<file path="src/rtl/cpu_ctrl_pkg.sv">
// Shared encodings for the multicycle controller: instruction fields, strobe encodings,
// branch conditions and the controller state set.
package cpu_ctrl_pkg;

  localparam logic [2:0] OPC_B    = 3'b001;
  localparam logic [2:0] OPC_BL   = 3'b010;
  localparam logic [2:0] OPC_LDR  = 3'b011;
  localparam logic [2:0] OPC_STR  = 3'b100;
  localparam logic [2:0] OPC_ALU  = 3'b101;
  localparam logic [2:0] OPC_MOV  = 3'b110;
  localparam logic [2:0] OPC_HALT = 3'b111;

  localparam logic [1:0] OP_MOV_REG = 2'b00;
  localparam logic [1:0] OP_MOV_IMM = 2'b10;
  localparam logic [1:0] OP_ADD     = 2'b00;
  localparam logic [1:0] OP_CMP     = 2'b01;
  localparam logic [1:0] OP_AND     = 2'b10;
  localparam logic [1:0] OP_MVN     = 2'b11;
  localparam logic [1:0] OP_MEM     = 2'b00;
  localparam logic [1:0] OP_B       = 2'b00;
  localparam logic [1:0] OP_BX      = 2'b00;
  localparam logic [1:0] OP_BL      = 2'b11;

  localparam logic [1:0] NSEL_RN = 2'b00;
  localparam logic [1:0] NSEL_RD = 2'b01;
  localparam logic [1:0] NSEL_RM = 2'b10;

  localparam logic [1:0] VSEL_MDATA  = 2'b00;
  localparam logic [1:0] VSEL_SXIMM8 = 2'b01;
  localparam logic [1:0] VSEL_PC     = 2'b10;
  localparam logic [1:0] VSEL_C      = 2'b11;

  localparam logic [1:0] PCSEL_INC  = 2'b00;
  localparam logic [1:0] PCSEL_REL  = 2'b01;
  localparam logic [1:0] PCSEL_REG  = 2'b10;
  localparam logic [1:0] PCSEL_ZERO = 2'b11;

  localparam logic [1:0] MEM_NONE  = 2'b00;
  localparam logic [1:0] MEM_READ  = 2'b01;
  localparam logic [1:0] MEM_WRITE = 2'b10;

  localparam logic [2:0] COND_AL = 3'b000;
  localparam logic [2:0] COND_EQ = 3'b001;
  localparam logic [2:0] COND_NE = 3'b010;
  localparam logic [2:0] COND_LT = 3'b011;
  localparam logic [2:0] COND_LE = 3'b100;

  typedef enum logic [4:0] {
    S_RESET, S_IF1, S_IF2, S_UPDATE_PC, S_DECODE,
    S_WRITE_IMM, S_GET_A, S_GET_B, S_CALC, S_CALC_A0, S_WRITE_REG, S_CMP,
    S_MEM_ADDR, S_LOAD_ADDR, S_MEM_RD, S_WB_MEM, S_GET_RD, S_STR_PASS, S_MEM_WR,
    S_BRANCH, S_LINK, S_JUMP_REG, S_HALT
  } state_t;

  // Returns {legal, taken}; codes above LE are reserved encodings.
  function automatic logic [1:0] cond_eval(input logic [2:0] cond, input logic z, n, v);
    logic [1:0] r;
    r = 2'b00;
    case (cond)
      COND_AL: r = 2'b11;
      COND_EQ: r = {1'b1, z};
      COND_NE: r = {1'b1, ~z};
      COND_LT: r = {1'b1, n ^ v};
      COND_LE: r = {1'b1, (n ^ v) | z};
      default: r = 2'b00;
    endcase
    return r;
  endfunction

endpackage

</file>
<file path="src/rtl/cpu_ctrl_fsm_if.sv">
// Decoder/status inputs and datapath control strobes of the controller, grouped as one bundle.
interface cpu_ctrl_fsm_if;
  logic [2:0] opcode;
  logic [1:0] op;
  logic [2:0] cond;
  logic       Z, N, V;
  logic [1:0] nsel, vsel, pcsel, mem_cmd;
  logic       loada, loadb, loadc, loads, write, asel, bsel;
  logic       loadir, loadpc, load_addr, addr_sel, halted, err;

  modport master (
    input  opcode, op, cond, Z, N, V,
    output nsel, vsel, pcsel, mem_cmd, loada, loadb, loadc, loads, write, asel, bsel,
           loadir, loadpc, load_addr, addr_sel, halted, err
  );

  modport slave (
    output opcode, op, cond, Z, N, V,
    input  nsel, vsel, pcsel, mem_cmd, loada, loadb, loadc, loads, write, asel, bsel,
           loadir, loadpc, load_addr, addr_sel, halted, err
  );
endinterface

</file>
<file path="src/rtl/DFlipFlop.sv">
// Generic register with asynchronous active-high reset to a configurable value.
module DFlipFlop #(
  parameter int           W       = 1,
  parameter logic [W-1:0] RST_VAL = '0
) (
  input  logic         clk,
  input  logic         reset,
  input  logic [W-1:0] d,
  output logic [W-1:0] q
);
  always_ff @(posedge clk or posedge reset) begin
    if (reset) q <= RST_VAL;
    else       q <= d;
  end
endmodule

</file>
<file path="src/rtl/mem_wait_counter.sv">
// Memory wait-state down-counter: load has priority, decrement saturates at zero.
module mem_wait_counter #(
  parameter int CNT_W = 4
) (
  input  logic             clk,
  input  logic             reset,
  input  logic             load,
  input  logic             dec,
  input  logic [CNT_W-1:0] load_val,
  output logic             zero
);
  logic [CNT_W-1:0] cnt;

  always_ff @(posedge clk or posedge reset) begin
    if (reset)                  cnt <= '0;
    else if (load)              cnt <= load_val;
    else if (dec && cnt != '0)  cnt <= cnt - CNT_W'(1);
  end

  assign zero = (cnt == '0);
endmodule

</file>
<file path="src/rtl/cpu_ctrl_fsm.sv">
// Moore multicycle controller: fetch/decode/execute sequencing with memory wait states,
// branches, halt and illegal-encoding trap.
module cpu_ctrl_fsm
  import cpu_ctrl_pkg::*;
#(
  parameter int MEM_LAT = 1,
  parameter int CNT_W   = 4
) (
  input  logic            clk,
  input  logic            reset,
  cpu_ctrl_fsm_if.master  bus
);
  localparam logic [CNT_W-1:0] LAT_M1 = CNT_W'(MEM_LAT - 1);

  state_t     state, state_n;
  logic [4:0] state_q;
  logic       cnt_load, cnt_zero, set_err, err_q;
  logic [1:0] br;

  DFlipFlop #(.W(5), .RST_VAL(S_RESET)) u_state (
    .clk(clk), .reset(reset), .d(state_n), .q(state_q)
  );
  assign state = state_t'(state_q);

  // Reload only on entry so the count runs down while the state is held.
  assign cnt_load = (state_n == S_IF1    && state != S_IF1) ||
                    (state_n == S_MEM_RD && state != S_MEM_RD);

  mem_wait_counter #(.CNT_W(CNT_W)) u_wait (
    .clk(clk), .reset(reset), .load(cnt_load),
    .dec(state == S_IF1 || state == S_MEM_RD),
    .load_val(LAT_M1), .zero(cnt_zero)
  );

  always_ff @(posedge clk or posedge reset) begin
    if (reset)        err_q <= 1'b0;
    else if (set_err) err_q <= 1'b1;
  end

  assign br = cond_eval(bus.cond, bus.Z, bus.N, bus.V);

  always_comb begin
    state_n = state;
    set_err = 1'b0;
    case (state)
      S_RESET:     state_n = S_IF1;
      S_IF1:       state_n = cnt_zero ? S_IF2 : S_IF1;
      S_IF2:       state_n = S_UPDATE_PC;
      S_UPDATE_PC: state_n = S_DECODE;
      S_DECODE: begin
        state_n = S_HALT;
        set_err = 1'b1;
        case (bus.opcode)
          OPC_HALT: set_err = 1'b0;
          OPC_MOV: begin
            if (bus.op == OP_MOV_IMM)      begin state_n = S_WRITE_IMM; set_err = 1'b0; end
            else if (bus.op == OP_MOV_REG) begin state_n = S_GET_B;     set_err = 1'b0; end
          end
          OPC_ALU: begin
            set_err = 1'b0;
            case (bus.op)
              OP_ADD, OP_AND, OP_CMP: state_n = S_GET_A;
              OP_MVN:                 state_n = S_GET_B;
              default:                state_n = S_HALT;
            endcase
          end
          OPC_LDR, OPC_STR:
            if (bus.op == OP_MEM) begin state_n = S_GET_A; set_err = 1'b0; end
          OPC_B:
            if (bus.op == OP_B && br[1]) begin
              state_n = br[0] ? S_BRANCH : S_IF1;
              set_err = 1'b0;
            end
          OPC_BL: begin
            if (bus.op == OP_BL)      begin state_n = S_LINK;     set_err = 1'b0; end
            else if (bus.op == OP_BX) begin state_n = S_JUMP_REG; set_err = 1'b0; end
          end
          default: ;
        endcase
      end
      S_GET_A:     state_n = (bus.opcode == OPC_LDR || bus.opcode == OPC_STR) ? S_MEM_ADDR : S_GET_B;
      S_GET_B: begin
        if (bus.opcode == OPC_MOV || bus.op == OP_MVN) state_n = S_CALC_A0;
        else if (bus.op == OP_CMP)                     state_n = S_CMP;
        else                                           state_n = S_CALC;
      end
      S_CALC, S_CALC_A0: state_n = S_WRITE_REG;
      S_MEM_ADDR:  state_n = S_LOAD_ADDR;
      S_LOAD_ADDR: state_n = (bus.opcode == OPC_LDR) ? S_MEM_RD : S_GET_RD;
      S_MEM_RD:    state_n = cnt_zero ? S_WB_MEM : S_MEM_RD;
      S_GET_RD:    state_n = S_STR_PASS;
      S_STR_PASS:  state_n = S_MEM_WR;
      S_LINK:      state_n = S_BRANCH;
      S_HALT:      state_n = S_HALT;
      default:     state_n = S_IF1;
    endcase
  end

  always_comb begin
    bus.nsel = NSEL_RN;   bus.vsel = VSEL_MDATA; bus.pcsel = PCSEL_INC; bus.mem_cmd = MEM_NONE;
    bus.loada = 1'b0;     bus.loadb = 1'b0;      bus.loadc = 1'b0;      bus.loads = 1'b0;
    bus.write = 1'b0;     bus.asel = 1'b0;       bus.bsel = 1'b0;       bus.loadir = 1'b0;
    bus.loadpc = 1'b0;    bus.load_addr = 1'b0;  bus.addr_sel = 1'b0;
    bus.halted = (state == S_HALT);
    bus.err = err_q;
    case (state)
      S_RESET:     begin bus.loadpc = 1'b1; bus.pcsel = PCSEL_ZERO; end
      S_IF1:       begin bus.addr_sel = 1'b1; bus.mem_cmd = MEM_READ; end
      S_IF2:       begin bus.addr_sel = 1'b1; bus.mem_cmd = MEM_READ; bus.loadir = 1'b1; end
      S_UPDATE_PC: begin bus.loadpc = 1'b1; bus.pcsel = PCSEL_INC; end
      S_WRITE_IMM: begin bus.nsel = NSEL_RN; bus.vsel = VSEL_SXIMM8; bus.write = 1'b1; end
      S_GET_A:     begin bus.nsel = NSEL_RN; bus.loada = 1'b1; end
      S_GET_B:     begin bus.nsel = NSEL_RM; bus.loadb = 1'b1; end
      S_CALC:      bus.loadc = 1'b1;
      S_CALC_A0, S_STR_PASS: begin bus.asel = 1'b1; bus.loadc = 1'b1; end
      S_WRITE_REG: begin bus.nsel = NSEL_RD; bus.vsel = VSEL_C; bus.write = 1'b1; end
      S_CMP:       bus.loads = 1'b1;
      S_MEM_ADDR:  begin bus.bsel = 1'b1; bus.loadc = 1'b1; end
      S_LOAD_ADDR: bus.load_addr = 1'b1;
      S_MEM_RD:    bus.mem_cmd = MEM_READ;
      S_WB_MEM:    begin bus.nsel = NSEL_RD; bus.vsel = VSEL_MDATA; bus.write = 1'b1; bus.mem_cmd = MEM_READ; end
      S_GET_RD:    begin bus.nsel = NSEL_RD; bus.loadb = 1'b1; end
      S_MEM_WR:    bus.mem_cmd = MEM_WRITE;
      S_BRANCH:    begin bus.loadpc = 1'b1; bus.pcsel = PCSEL_REL; end
      S_LINK:      begin bus.nsel = NSEL_RN; bus.vsel = VSEL_PC; bus.write = 1'b1; end
      S_JUMP_REG:  begin bus.nsel = NSEL_RD; bus.loadpc = 1'b1; bus.pcsel = PCSEL_REG; end
      default: ;
    endcase
  end
endmodule

</file>
<file path="src/flat_wrapper.sv">
// flat-port wrapper written by rule: the top's interface ports become plain ports
module cpu_ctrl_fsm_flat import cpu_ctrl_pkg::*;
#(
  parameter int MEM_LAT = 1,
  parameter int CNT_W   = 4
)
  (clk, reset, bus_opcode, bus_op, bus_cond, bus_Z, bus_N, bus_V, bus_nsel, bus_vsel, bus_pcsel, bus_mem_cmd, bus_loada, bus_loadb, bus_loadc, bus_loads, bus_write, bus_asel, bus_bsel, bus_loadir, bus_loadpc, bus_load_addr, bus_addr_sel, bus_halted, bus_err);
  cpu_ctrl_fsm_if bus_i ();
  input  logic clk;
  input  logic reset;
  input wire logic [$bits(bus_i.opcode)-1:0] bus_opcode;
  input wire logic [$bits(bus_i.op)-1:0] bus_op;
  input wire logic [$bits(bus_i.cond)-1:0] bus_cond;
  input wire logic [$bits(bus_i.Z)-1:0] bus_Z;
  input wire logic [$bits(bus_i.N)-1:0] bus_N;
  input wire logic [$bits(bus_i.V)-1:0] bus_V;
  output wire logic [$bits(bus_i.nsel)-1:0] bus_nsel;
  output wire logic [$bits(bus_i.vsel)-1:0] bus_vsel;
  output wire logic [$bits(bus_i.pcsel)-1:0] bus_pcsel;
  output wire logic [$bits(bus_i.mem_cmd)-1:0] bus_mem_cmd;
  output wire logic [$bits(bus_i.loada)-1:0] bus_loada;
  output wire logic [$bits(bus_i.loadb)-1:0] bus_loadb;
  output wire logic [$bits(bus_i.loadc)-1:0] bus_loadc;
  output wire logic [$bits(bus_i.loads)-1:0] bus_loads;
  output wire logic [$bits(bus_i.write)-1:0] bus_write;
  output wire logic [$bits(bus_i.asel)-1:0] bus_asel;
  output wire logic [$bits(bus_i.bsel)-1:0] bus_bsel;
  output wire logic [$bits(bus_i.loadir)-1:0] bus_loadir;
  output wire logic [$bits(bus_i.loadpc)-1:0] bus_loadpc;
  output wire logic [$bits(bus_i.load_addr)-1:0] bus_load_addr;
  output wire logic [$bits(bus_i.addr_sel)-1:0] bus_addr_sel;
  output wire logic [$bits(bus_i.halted)-1:0] bus_halted;
  output wire logic [$bits(bus_i.err)-1:0] bus_err;
  assign bus_i.opcode = bus_opcode;
  assign bus_i.op = bus_op;
  assign bus_i.cond = bus_cond;
  assign bus_i.Z = bus_Z;
  assign bus_i.N = bus_N;
  assign bus_i.V = bus_V;
  assign bus_nsel = bus_i.nsel;
  assign bus_vsel = bus_i.vsel;
  assign bus_pcsel = bus_i.pcsel;
  assign bus_mem_cmd = bus_i.mem_cmd;
  assign bus_loada = bus_i.loada;
  assign bus_loadb = bus_i.loadb;
  assign bus_loadc = bus_i.loadc;
  assign bus_loads = bus_i.loads;
  assign bus_write = bus_i.write;
  assign bus_asel = bus_i.asel;
  assign bus_bsel = bus_i.bsel;
  assign bus_loadir = bus_i.loadir;
  assign bus_loadpc = bus_i.loadpc;
  assign bus_load_addr = bus_i.load_addr;
  assign bus_addr_sel = bus_i.addr_sel;
  assign bus_halted = bus_i.halted;
  assign bus_err = bus_i.err;
  cpu_ctrl_fsm #(.MEM_LAT(MEM_LAT), .CNT_W(CNT_W)) u_core (.clk(clk), .reset(reset), .bus(bus_i));
endmodule
</file>
<file path="config.mk">
export PLATFORM = sky130hd
export DESIGN_NAME = cpu_ctrl_fsm_flat
export DESIGN_NICKNAME = d
export VERILOG_FILES = /design/src/rtl/cpu_ctrl_pkg.sv /design/src/rtl/cpu_ctrl_fsm_if.sv /design/src/rtl/DFlipFlop.sv /design/src/rtl/mem_wait_counter.sv /design/src/rtl/cpu_ctrl_fsm.sv /design/src/flat_wrapper.sv
export SDC_FILE = /design/constraint.sdc
export NUM_CORES = 1
export LEC_CHECK = 0
export BUFFER_PORTS_ARGS = -buffer_cell sky130_fd_sc_hd__buf_4
export CAP_MARGIN = 20
export CELL_PAD_IN_SITES_DETAIL_PLACEMENT = 0
export CELL_PAD_IN_SITES_GLOBAL_PLACEMENT = 1
export CORE_UTILIZATION = 42
export DETAILED_ROUTE_END_ITERATION = 6
export PLACE_DENSITY = 0.89
export SKIP_CTS_REPAIR_TIMING = 1
export SYNTH_ARGS = -nofsm -noshare
export SYNTH_HDL_FRONTEND = slang
export SYNTH_SLANG_ARGS = --single-unit
</file>
<file path="constraint.sdc">
create_clock -name clk -period 3.3 [get_ports clk]
set_input_delay 0.33 -clock clk [delete_from_list [all_inputs] [get_ports clk]]
set_output_delay 0.33 -clock clk [all_outputs]
set_load 0.1 [all_outputs]
</file>
==> reports/results.ini, run 1 <==
[clock_network]
htree_levels=1
insertion_delay_ns=0.26
cts-root-buf=clkbuf_4
cts_num_sinks=10
cts_tree=built
cts_buffers=3
cts.path.max_buffers=2
clkSlewWorstSetupHoldPaths_ns=0.07

[global_route]
gr-total-overflow=0
grt_pass1_wl_um=6110
gr-usage-all-layers_pct=21.2
grt_max_degree=30
antenna_found_initial=0
grt_pass1_vias=1339

[synthesis]
async_reset_ff_share_pct=100
ys_ff_latch=10
yosysTopAreaCell=dfrtp_1
synth_edf_count=0
yosys_warnings=0
synth_area_leaders=dfrtp_1 (17%), nor2_1 (6.0%), a21oi_1 (5.7%)
ys_types=61
synth_seq_area_share_pct=16.8
synth_flop_cell=dfrtp_1
synthCells=207
syn_avg_cell_area_um2=7.21
synth_top_cell_area_share_pct=16.8
syn_nets=226
synth_area_mm2=0.00149

[setup_path]
cp.buffers_inverters=2
required_ns=2.97
cpLargestDelayFamily=flip-flops
arrival_ns=2.40
cp_slowest_cell=dfrtp_1
crit_fanout=29
endpoint_kind=output pin
worstPathCellList=inv_1 > nor3_1 > o2bb2ai_1 > buf_4
critPathKind=register to output pin
startpoint_type=register
max_stage_delay_ns=0.97

[sta]
fin_ws_ns=0.571
finClkSkew_ns=0.00235
hold_viol_final=0
setup_viol=0
post-route-min-period_ns=2.73
finalSetupTns_ns=0
period_share_pct=82.7
fmax_mhz=366
rsz0062_at_grt=no
whs_ns=0.0418
worst_pin_slew_ns=0.952
drv_slew=0
max_slew_margin_pct=36.6

[routing]
drc=0
vias=1535
first_iter_violations=134
wl_per_cell_um=13.9
drt_first_pass_iters=4
post_drt_via_cell_ratio=5.58
routed_wl_um=3830
postRouteAntennaNets=0

[cells_and_area]
design_area_mm2=0.00178
multi_input_area_mm2=0.00113
fillers=354
areaGrowthSynthToFinish_pct=18.9
regArea_um2=250
diodes=0
drive_gt1_share_pct=25.3
nets=249
final_common_cell=buf_4
final_cell_mix=buf_4 (34), nor2_1 (24), a21oi_1 (17), inv_1 (11), nor3_1 (11)

[run]
max-cap-violations=0

[placed_design]
place_ws_ns=0.902
portBuffers=33
placed_cell_area_mm2=0.00174
place_congestion=0.889
hpwl_um=2900

[die]
die_h_um=61.6
die_w_um=61.6
ioPinCount=34
start_util_pct=44.4
die_area_mm2=0.00380
design.core.area_mm2=0.00336
placementRows=21

[min_path]
hold_class=input pin to async pin

[status]
status=finished, final reports clean

## synthesized netlist by cell type (4+ instances only)
cell type	instances
dfrtp_1	10
o21ai_0	6
o21ai_1	6
nand2b_1	7
a21oi_1	17
nor2b_1	5
clkbuf_1	5
nor2_1	24
nor3b_1	4
nand3_1	8
nor3_1	15
xor2_1	5
ha_1	6
buf_2	7
inv_1	11
nand2_1	8
nand3b_1	4
## per-stage QoR
step           util, %  cells
6_report          52.8    275
5_1_grt           52.8    275
4_1_cts           52.8    275
3_5_place_dp      51.7    271
3_3_place_gp      51.7    271
2_1_floorplan        -    207
## state kept, by name (all words and copies together), names as in the netlist
register / flops
u_core.bus.err: 1
u_core.u_wait.cnt: 4
u_core.u_state.q: 5
## cells by family (layout without fill, tap and decap cells)
| group | Yosys count | count (layout) | share of synthesized area (%) |
|---|---|---|---|
| simple gates | 100 | 100 | 38.9 |
| mux | 2 | 2 | 1.42 |
| fa+ha+maj | 6 | 6 | 5.03 |
| xor+xnor | 7 | 7 | 4.11 |
| flops | 10 | 10 | 16.8 |
| buf+inv | 28 | 50 | 9.14 |
| compound gates | 54 | 54 | 24.6 |
## per-layer routing
metal / vias up / wire (um) / global-route usage [%]
met1: 703 / 1840 / 30.5
met3: 3 / 155 / 2.52
met2: 34 / 1800 / 34.6
met4: 0 / 31 / 3.49
met5: - / 0 / 0
li1: 795 / - / -
## worst register-to-register path, delay by kind of cell, from the launching register on
| family | cells | cell delay (ns) |
|---|---|---|
| AND/OR/NAND/NOR | 5 | 1.13 |
| flip-flops | 1 | 0.87 |
| AO/OA/AOI/OAI | 1 | 0.29 |
## layout make-up
type | count | area share, %
Timing Repair Buffer | 34 | 14.4
Clock buffer | 4 | 2.04
Sequential cell | 10 | 14.1
Inverter | 12 | 2.54
Multi-Input combinational cell | 169 | 63.7
Tap cell | 46 | 3.24
## worst paths after layout
path | startpoint | to | slack [ns] | cells past startpoint
setup reg to reg | u_core.u_state.q[0] | u_core.u_wait.cnt[1] | 0.89 | 6
hold / removal | reset | u_core.bus.err | 0.04 | 2
hold reg to reg | u_core.bus.err | u_core.bus.err | 0.46 | 1
min in group clk | u_core.bus.err | u_core.bus.err | 0.46 | 1
setup / recovery | u_core.u_state.q[4] | bus_write | 0.57 | 4
max in group asynchronous | reset | u_core.u_state.q[4] | 2.99 | 2
Power of run 1 is left out: the tool's default activity adds up to more than one toggle a clock period on the data nets, which glitch-free logic cannot reach.
==> run 2, diff against run 1 <==
--- a/config.mk
+++ b/config.mk
@@ -5,13 +5,14 @@
 export SDC_FILE = /design/constraint.sdc
 export NUM_CORES = 1
 export LEC_CHECK = 0
+export ABC_AREA = 1
 export BUFFER_PORTS_ARGS = -buffer_cell sky130_fd_sc_hd__buf_4
 export CAP_MARGIN = 20
 export CELL_PAD_IN_SITES_DETAIL_PLACEMENT = 0
 export CELL_PAD_IN_SITES_GLOBAL_PLACEMENT = 1
-export CORE_UTILIZATION = 42
+export CORE_UTILIZATION = 36
 export DETAILED_ROUTE_END_ITERATION = 6
-export PLACE_DENSITY = 0.89
+export PLACE_DENSITY = 0.84
 export SKIP_CTS_REPAIR_TIMING = 1
 export SYNTH_ARGS = -nofsm -noshare
 export SYNTH_HDL_FRONTEND = slang
==> constraint.sdc (replaced) <==
create_clock -name clk -period 2.8 [get_ports clk]
set_input_delay 0.28 -clock clk [delete_from_list [all_inputs] [get_ports clk]]
set_output_delay 0.28 -clock clk [all_outputs]
set_load 0.1 [all_outputs]
==> run 2 against run 1 <==
Count of clock-buffer cells in the layout fell by 1. Routed wire length fell by 11%. Cell count grew 13%. Clock skew is 0.0020 ns lower. Design area shrank 4.9%. Die area rose by 4.8%. Critical path depth up 3. Core utilization decreased by 3.7 points. Global-route usage is 2.6 points lower. Flip-flop and latch count unchanged. Synthesized area shrank 10%. Largest cell class unchanged.
==> reports/results.ini, run 2 <==
[synthesis]
synth_seq_area_share_pct=18.6  ; was 16.8%
yosysMostFrequentCell=nand2_1  ; was nor2_1
ys_types=26  ; was 61
async_reset_ff_share_pct=100  ; unchanged
synth_flop_cell=dfrtp_1  ; unchanged
synth_top_cell_area_share_pct=18.6  ; was 16.8%
synthCells=230  ; was 207
syn_avg_cell_area_um2=5.84  ; was 7.21 um2
synth_area_mm2=0.00134  ; was 0.00149 mm2
netlist_top_cells_count=nand2_1 (55), inv_1 (40), nor2_1 (32), nand3_1 (24), dfrtp_1 (10)  ; was nor2_1 (24), a21oi_1 (17), nor3_1 (15), inv_1 (11), dfrtp_1 (10)
yosysTopAreaCell=dfrtp_1  ; unchanged
ys_ff_latch=10  ; unchanged
synth_edf_count=0  ; unchanged
yosys_warnings=0  ; unchanged
synth_area_leaders=dfrtp_1 (19%), nand2_1 (15%), inv_1 (11%)  ; was dfrtp_1 (17%), nor2_1 (6.0%), a21oi_1 (5.7%)
syn_nets=249  ; was 226

[clock_network]
cts-root-buf=clkbuf_8  ; was clkbuf_4
htree_levels=1  ; unchanged
cts_num_sinks=10  ; unchanged
insertion_delay_ns=0.23  ; was 0.26 ns
cts_buffers=3  ; unchanged
cts_tree=built  ; unchanged
clkSlewWorstSetupHoldPaths_ns=0.04  ; was 0.07 ns
cts.path.max_buffers=2  ; unchanged

[min_path]
hold_class=input pin to async pin  ; unchanged

[cells_and_area]
final_common_cell=nand2_1  ; was buf_4
drive_gt1_share_pct=26.7  ; was 25.3%
largest_register=u_core.u_state.q  ; unchanged
largest_register_ffs=5  ; unchanged
fillers=397  ; was 354
final_cell_mix=nand2_1 (55), inv_1 (40), buf_4 (33), nor2_1 (32), nand3_1 (24)  ; was buf_4 (34), nor2_1 (24), a21oi_1 (17), inv_1 (11), nor3_1 (11)
areaGrowthSynthToFinish_pct=25.8  ; was 18.9%
nets=287  ; was 249
diodes=0  ; unchanged

[sta]
finalSetupTns_ns=0  ; unchanged
max_slew_margin_pct=74.9  ; was 36.6%
post-route-min-period_ns=2.07
drv_slew=0  ; unchanged
whs_ns=0.0226  ; was 0.0418 ns
worst_pin_slew_ns=0.377  ; was 0.952 ns
finClkSkew_ns=0.000387  ; was 0.00235 ns
rsz0062_at_grt=no  ; unchanged
fmax_mhz=484
setup_viol=0  ; unchanged
hold_viol_final=0  ; unchanged
period_share_pct=73.8

[die]
placementRows=21  ; unchanged
die_w_um=63.1  ; was 61.6 um
die_area_mm2=0.00398  ; was 0.00380 mm2
die_h_um=63.1  ; was 61.6 um
design.core.area_mm2=0.00344  ; was 0.00336 mm2
ioPinCount=34  ; unchanged
start_util_pct=39.0  ; was 44.4%

[power_and_ir_drop]
power_density_mw_per_mm2=1240
leakage_nw=1.04
irDropWorstVdd_mv=0.516

[routing]
post_drt_via_cell_ratio=4.66  ; was 5.58
drc=0  ; unchanged
postRouteAntennaNets=0  ; unchanged
vias=1455  ; was 1535
routed_wl_um=3400  ; was 3830 um
first_iter_violations=98  ; was 134
wl_per_cell_um=10.9  ; was 13.9 um
drt_first_pass_iters=5  ; was 4

[placed_design]
hpwl_um=2900  ; about the same
portBuffers=33  ; unchanged
place_congestion=0.953  ; was 0.889

[setup_path]
r2r_setup_slack_ns=0.86  ; was 0.89 ns
critPathKind=register to output pin  ; unchanged
crit_fanout=5  ; was 29
endpoint_kind=output pin  ; unchanged
worstPathCellList=inv_1 > nor3_1 > inv_1 > nor2_1 > a21oi_1 > nand3_1 > buf_4  ; was inv_1 > nor3_1 > o2bb2ai_1 > buf_4
cp.buffers_inverters=3  ; was 2
cpLargestDelayFamily=buffers and inverters  ; was flip-flops
cp_common_cell=inv_1
cp_slowest_cell=dfrtp_1  ; unchanged
arrival_ns=1.79  ; was 2.40 ns
max_stage_delay_ns=0.41  ; was 0.97 ns
required_ns=2.52  ; was 2.97 ns
startpoint_type=register  ; unchanged

[global_route]
grt_max_degree=11  ; was 30
grt_pass1_vias=1319  ; was 1339
gr-usage-all-layers_pct=18.6  ; was 21.2%
grt_pass1_wl_um=5880  ; was 6110 um
antenna_found_initial=0  ; unchanged
gr-total-overflow=0  ; unchanged

[status]
status=finished, final reports clean  ; unchanged

[run]
max-cap-violations=0  ; unchanged

## run 2: path summary, 6_finish.rpt
check | start | endpoint | cells after the start
worst min register to register | u_core.bus.err | u_core.bus.err | 1
min in group clk | u_core.bus.err | u_core.bus.err | 1
worst max register to register | u_core.u_wait.cnt[0] | u_core.u_wait.cnt[3] | 13
worst min-delay path | reset | u_core.u_wait.cnt[3] | 2
max in group asynchronous | reset | u_core.u_state.q[4] | 2
worst max-delay path | u_core.u_state.q[3] | bus_nsel[0] | 7
## run 2: area by class of cell
class | count | area, um2 | share of cell area, %
clock buffers | 3 | 41.3 | 2.44
well taps | 46 | 57.6 | 3.41
repair buffers | 33 | 248 | 14.7
inverters | 49 | 184 | 10.9
multi-input cells | 171 | 908 | 53.8
flip-flops and latches | 10 | 250 | 14.8
## run 2: where the power goes
group | switching [mW] | total (mW) | leakage (nW) | internal (mW)
logic | 1.32 | 1.70 | 0.890 | 0.374
clock network | 0.0513 | 0.145 | 0.0216 | 0.0937
registers | 0.0681 | 0.252 | 0.129 | 0.184
## run 2: logic make-up (layout without fill, tap and decap cells)
kind of cell / after synthesis / in the layout / share of synthesized area [%]
AND/OR/NAND/NOR: 143 / 143 / 51.4
buffers and inverters: 49 / 85 / 13.7
AO/OA/AOI/OAI: 17 / 17 / 7.27
flip-flops: 10 / 10 / 18.6
adder cells (fa/ha/maj): 6 / 6 / 5.59
XOR/XNOR: 4 / 4 / 2.61
multiplexers: 1 / 1 / 0.746
## run 2: routing by layer
| layer | share of wire [%] | up-vias | global-route usage, % |
|---|---|---|---|
| met5 | 0 | - | 0 |
| met4 | 1.7 | 0 | 6.40 |
| met3 | 5.7 | 7 | 1.99 |
| met2 | 42 | 43 | 29.2 |
| met1 | 51 | 621 | 26.1 |
| li1 | - | 784 | - |
## run 2: per-stage QoR
step	total power [mW]	cell area (um2)	utilization [%]	std cells	worst slack, ns
after global routing	2.22	1690	49.1	312	0.536
final	2.09	1690	49.1	312	0.735
after global placement	1.96	1650	47.9	309	0.855
after detailed placement	1.95	1650	47.9	309	0.858
after CTS	2.10	1690	49.1	312	0.756
after floorplan	1.62	1340	-	230	0.271
Note: power is estimated with default switching activity, not from simulation.
==> run 3, diff against run 2 <==
--- a/config.mk
+++ b/config.mk
@@ -5,14 +5,14 @@
 export SDC_FILE = /design/constraint.sdc
 export NUM_CORES = 1
 export LEC_CHECK = 0
-export ABC_AREA = 1
+export ABC_AREA = 0
 export BUFFER_PORTS_ARGS = -buffer_cell sky130_fd_sc_hd__buf_4
 export CAP_MARGIN = 20
 export CELL_PAD_IN_SITES_DETAIL_PLACEMENT = 0
 export CELL_PAD_IN_SITES_GLOBAL_PLACEMENT = 1
-export CORE_UTILIZATION = 36
+export CORE_UTILIZATION = 35
 export DETAILED_ROUTE_END_ITERATION = 6
-export PLACE_DENSITY = 0.84
+export PLACE_DENSITY = 0.8
 export SKIP_CTS_REPAIR_TIMING = 1
 export SYNTH_ARGS = -nofsm -noshare
 export SYNTH_HDL_FRONTEND = slang
==> constraint.sdc (replaced) <==
create_clock -name clk -period 1.9 [get_ports clk]
set_input_delay 0.19 -clock clk [delete_from_list [all_inputs] [get_ports clk]]
set_output_delay 0.19 -clock clk [all_outputs]
set_load 0.1 [all_outputs]
==> run 3 against run 2 <==
The flow now finishes with violations (setup timing). Via count is 21% higher. Flip-flop and latch count unchanged. Clock skew is 0.0023 ns higher. Critical path depth unchanged. Count of clock-buffer cells in the layout up 1. Worst hold slack improved by 0.40 ns. Critical path type is now register to register.
==> reports/results.ini, run 3 (synthesis results as in run 1) <==
[status]
status=finished, violations left  ; was finished, final reports clean
violations=setup timing

[clock_network]
cts_buffers=3  ; unchanged
insertion_delay_ns=0.24  ; was 0.23 ns
cts_num_sinks=10  ; unchanged
clkSlewWorstSetupHoldPaths_ns=0.05  ; was 0.04 ns
htree_levels=1  ; unchanged
cts.path.max_buffers=2  ; unchanged
cts-root-buf=clkbuf_8  ; unchanged
cts_tree=built  ; unchanged

[cells_and_area]
areaGrowthSynthToFinish_pct=69.4  ; was 25.8%
regArea_um2=256  ; was 250 um2
drive_gt1_share_pct=51.4  ; was 26.7%
fin_cells=334  ; was 312
fillers=360  ; was 397
largest_register_ffs=5  ; unchanged
multi_input_area_mm2=0.00133  ; was 908 um2
nets=304  ; was 287
final_common_cell=buf_4  ; was nand2_1
diodes=0  ; unchanged
final_cell_mix=buf_4 (72), nor2_1 (15), a21oi_1 (13), inv_1 (11), buf_6 (10)  ; was nand2_1 (55), inv_1 (40), buf_4 (33), nor2_1 (32), nand3_1 (24)
design_area_mm2=0.00253  ; was 0.00169 mm2
largest_register=u_core.u_state.q  ; unchanged

[die]
die_area_mm2=0.00453  ; was 0.00398 mm2
design.core.area_mm2=0.00406  ; was 0.00344 mm2
placementRows=23  ; was 21
die_h_um=67.3  ; was 63.1 um
ioPinCount=34  ; unchanged
die_w_um=67.3  ; was 63.1 um
start_util_pct=36.8  ; was 39.0%

[routing]
routed_wl_um=4660  ; was 3400 um
post_drt_via_cell_ratio=5.28  ; was 4.66
drc=0  ; unchanged
drt_first_pass_iters=4  ; was 5
vias=1762  ; was 1455
first_iter_violations=77  ; was 98
wl_per_cell_um=13.9  ; was 10.9 um
postRouteAntennaNets=0  ; unchanged

[setup_path]
crit_fanout=7  ; was 5
required_ns=2.01  ; was 2.52 ns
cp.buffers_inverters=1  ; was 3
cp_slowest_cell=dfrtp_2  ; was dfrtp_1
max_stage_delay_ns=0.44  ; was 0.41 ns
cpLargestDelayFamily=simple AND/OR/NAND/NOR gates  ; was buffers and inverters
worstPathCellList=buf_4 > nand2_1 > o221ai_1 > o221ai_1 > nand4b_1 > nor4_4 > nor3_1  ; was inv_1 > nor3_1 > inv_1 > nor2_1 > a21oi_1 > nand3_1 > buf_4
arrival_ns=2.03  ; was 1.79 ns
startpoint_type=register  ; unchanged
critPathKind=register to register  ; was register to output pin
endpoint_kind=register  ; was output pin
cp_common_cell=o221ai_1  ; was inv_1

[sta]
finClkSkew_ns=0.00269  ; was 0.000387 ns
worst_pin_slew_ns=0.487  ; was 0.377 ns
hold_viol_final=0  ; unchanged
period_share_pct=101
fin_ws_ns=-0.0261  ; was 0.735 ns
max_slew_margin_pct=67.1  ; was 74.9%
drv_slew=0  ; unchanged
fmax_mhz=519
rsz0062_at_grt=yes  ; was no
finalSetupTns_ns=-0.0871  ; was 0 ns
post-route-min-period_ns=1.93
setup_viol=5  ; was 0

[run]
max-cap-violations=0  ; unchanged

[placed_design]
dp.cells=323  ; was 309
placed_cell_area_mm2=0.00224  ; was 0.00165 mm2
place_congestion=0.842  ; was 0.953
hpwl_um=3540  ; was 2900 um
portBuffers=33  ; unchanged

[global_route]
gr-total-overflow=0  ; unchanged
gr-usage-all-layers_pct=20.6  ; was 18.6%
grt_pass1_vias=1620  ; was 1319
grt_pass1_wl_um=7180  ; was 5880 um
antenna_found_initial=0  ; unchanged
grt_max_degree=19  ; was 11

[min_path]
hold_class=input pin to register  ; was input pin to async pin

==> run 3: changes by cell type in the layout (fill, tap and decap cells not counted), moves of 6 or more <==
cell,change
a21oi_1,+7
nand3_1,-16
nor2_1,-17
buf_4,+39
inv_1,-29
inv_2,-8
nand2_1,-48
nand2b_1,+6
buf_12,+6
buf_6,+10
==> run 3: metal layers <==
metal | vias up | global-route usage, % | routed length (um)
met5 | - | 0 | 0
li1 | 901 | - | -
met3 | 2 | 1.86 | 135
met4 | 0 | 3.72 | 21
met2 | 34 | 37.0 | 2380
met1 | 825 | 26.8 | 2130
==> run 3: worst register-to-register path, cell delays in order, from the launching register on <==
cell	delay, ns
dfrtp_2	0.44
buf_4	0.17
nand2_1	0.08
o221ai_1	0.21
o221ai_1	0.20
nand4b_1	0.26
nor4_4	0.36
nor3_1	0.10
==> run 3: cell type report <==
class	instances	area share, %
flip-flops and latches	10	10.1
clock buffers	4	2.18
inverters	12	1.78
well taps	50	2.47
multi-input cells	169	52.4
repair buffers	89	31.0
==> run 3: path summary, 6_finish.rpt <==
kind / startpoint / cells past startpoint / end / slack [ns]
max: u_core.u_state.q[0] / 7 / u_core.u_wait.cnt[2] / -0.03
min: bus_opcode[0] / 3 / u_core.u_state.q[4] / 0.42
max reg2reg: u_core.u_state.q[0] / 7 / u_core.u_wait.cnt[2] / -0.03
min reg2reg: u_core.bus.err / 1 / u_core.bus.err / 0.46
max in group asynchronous: reset / 3 / u_core.u_state.q[2] / 1.10
min in group asynchronous: reset / 3 / u_core.bus.err / 0.49
==> run 3: stage by stage <==
| step | hold slack [ns] | worst slack, ns | util [%] |
|---|---|---|---|
| after detailed placement | 0.186 | -0.101 | 55.2 |
| after global placement | 0.185 | -0.0444 | 55.2 |
| after global routing | 0.463 | -0.0959 | 62.3 |
| final | 0.424 | -0.0261 | 62.3 |
| after floorplan | 0.0302 | -0.422 | - |
| after CTS | -0.0639 | -0.242 | 56.5 |
Power of run 3 is left out for the same reason.
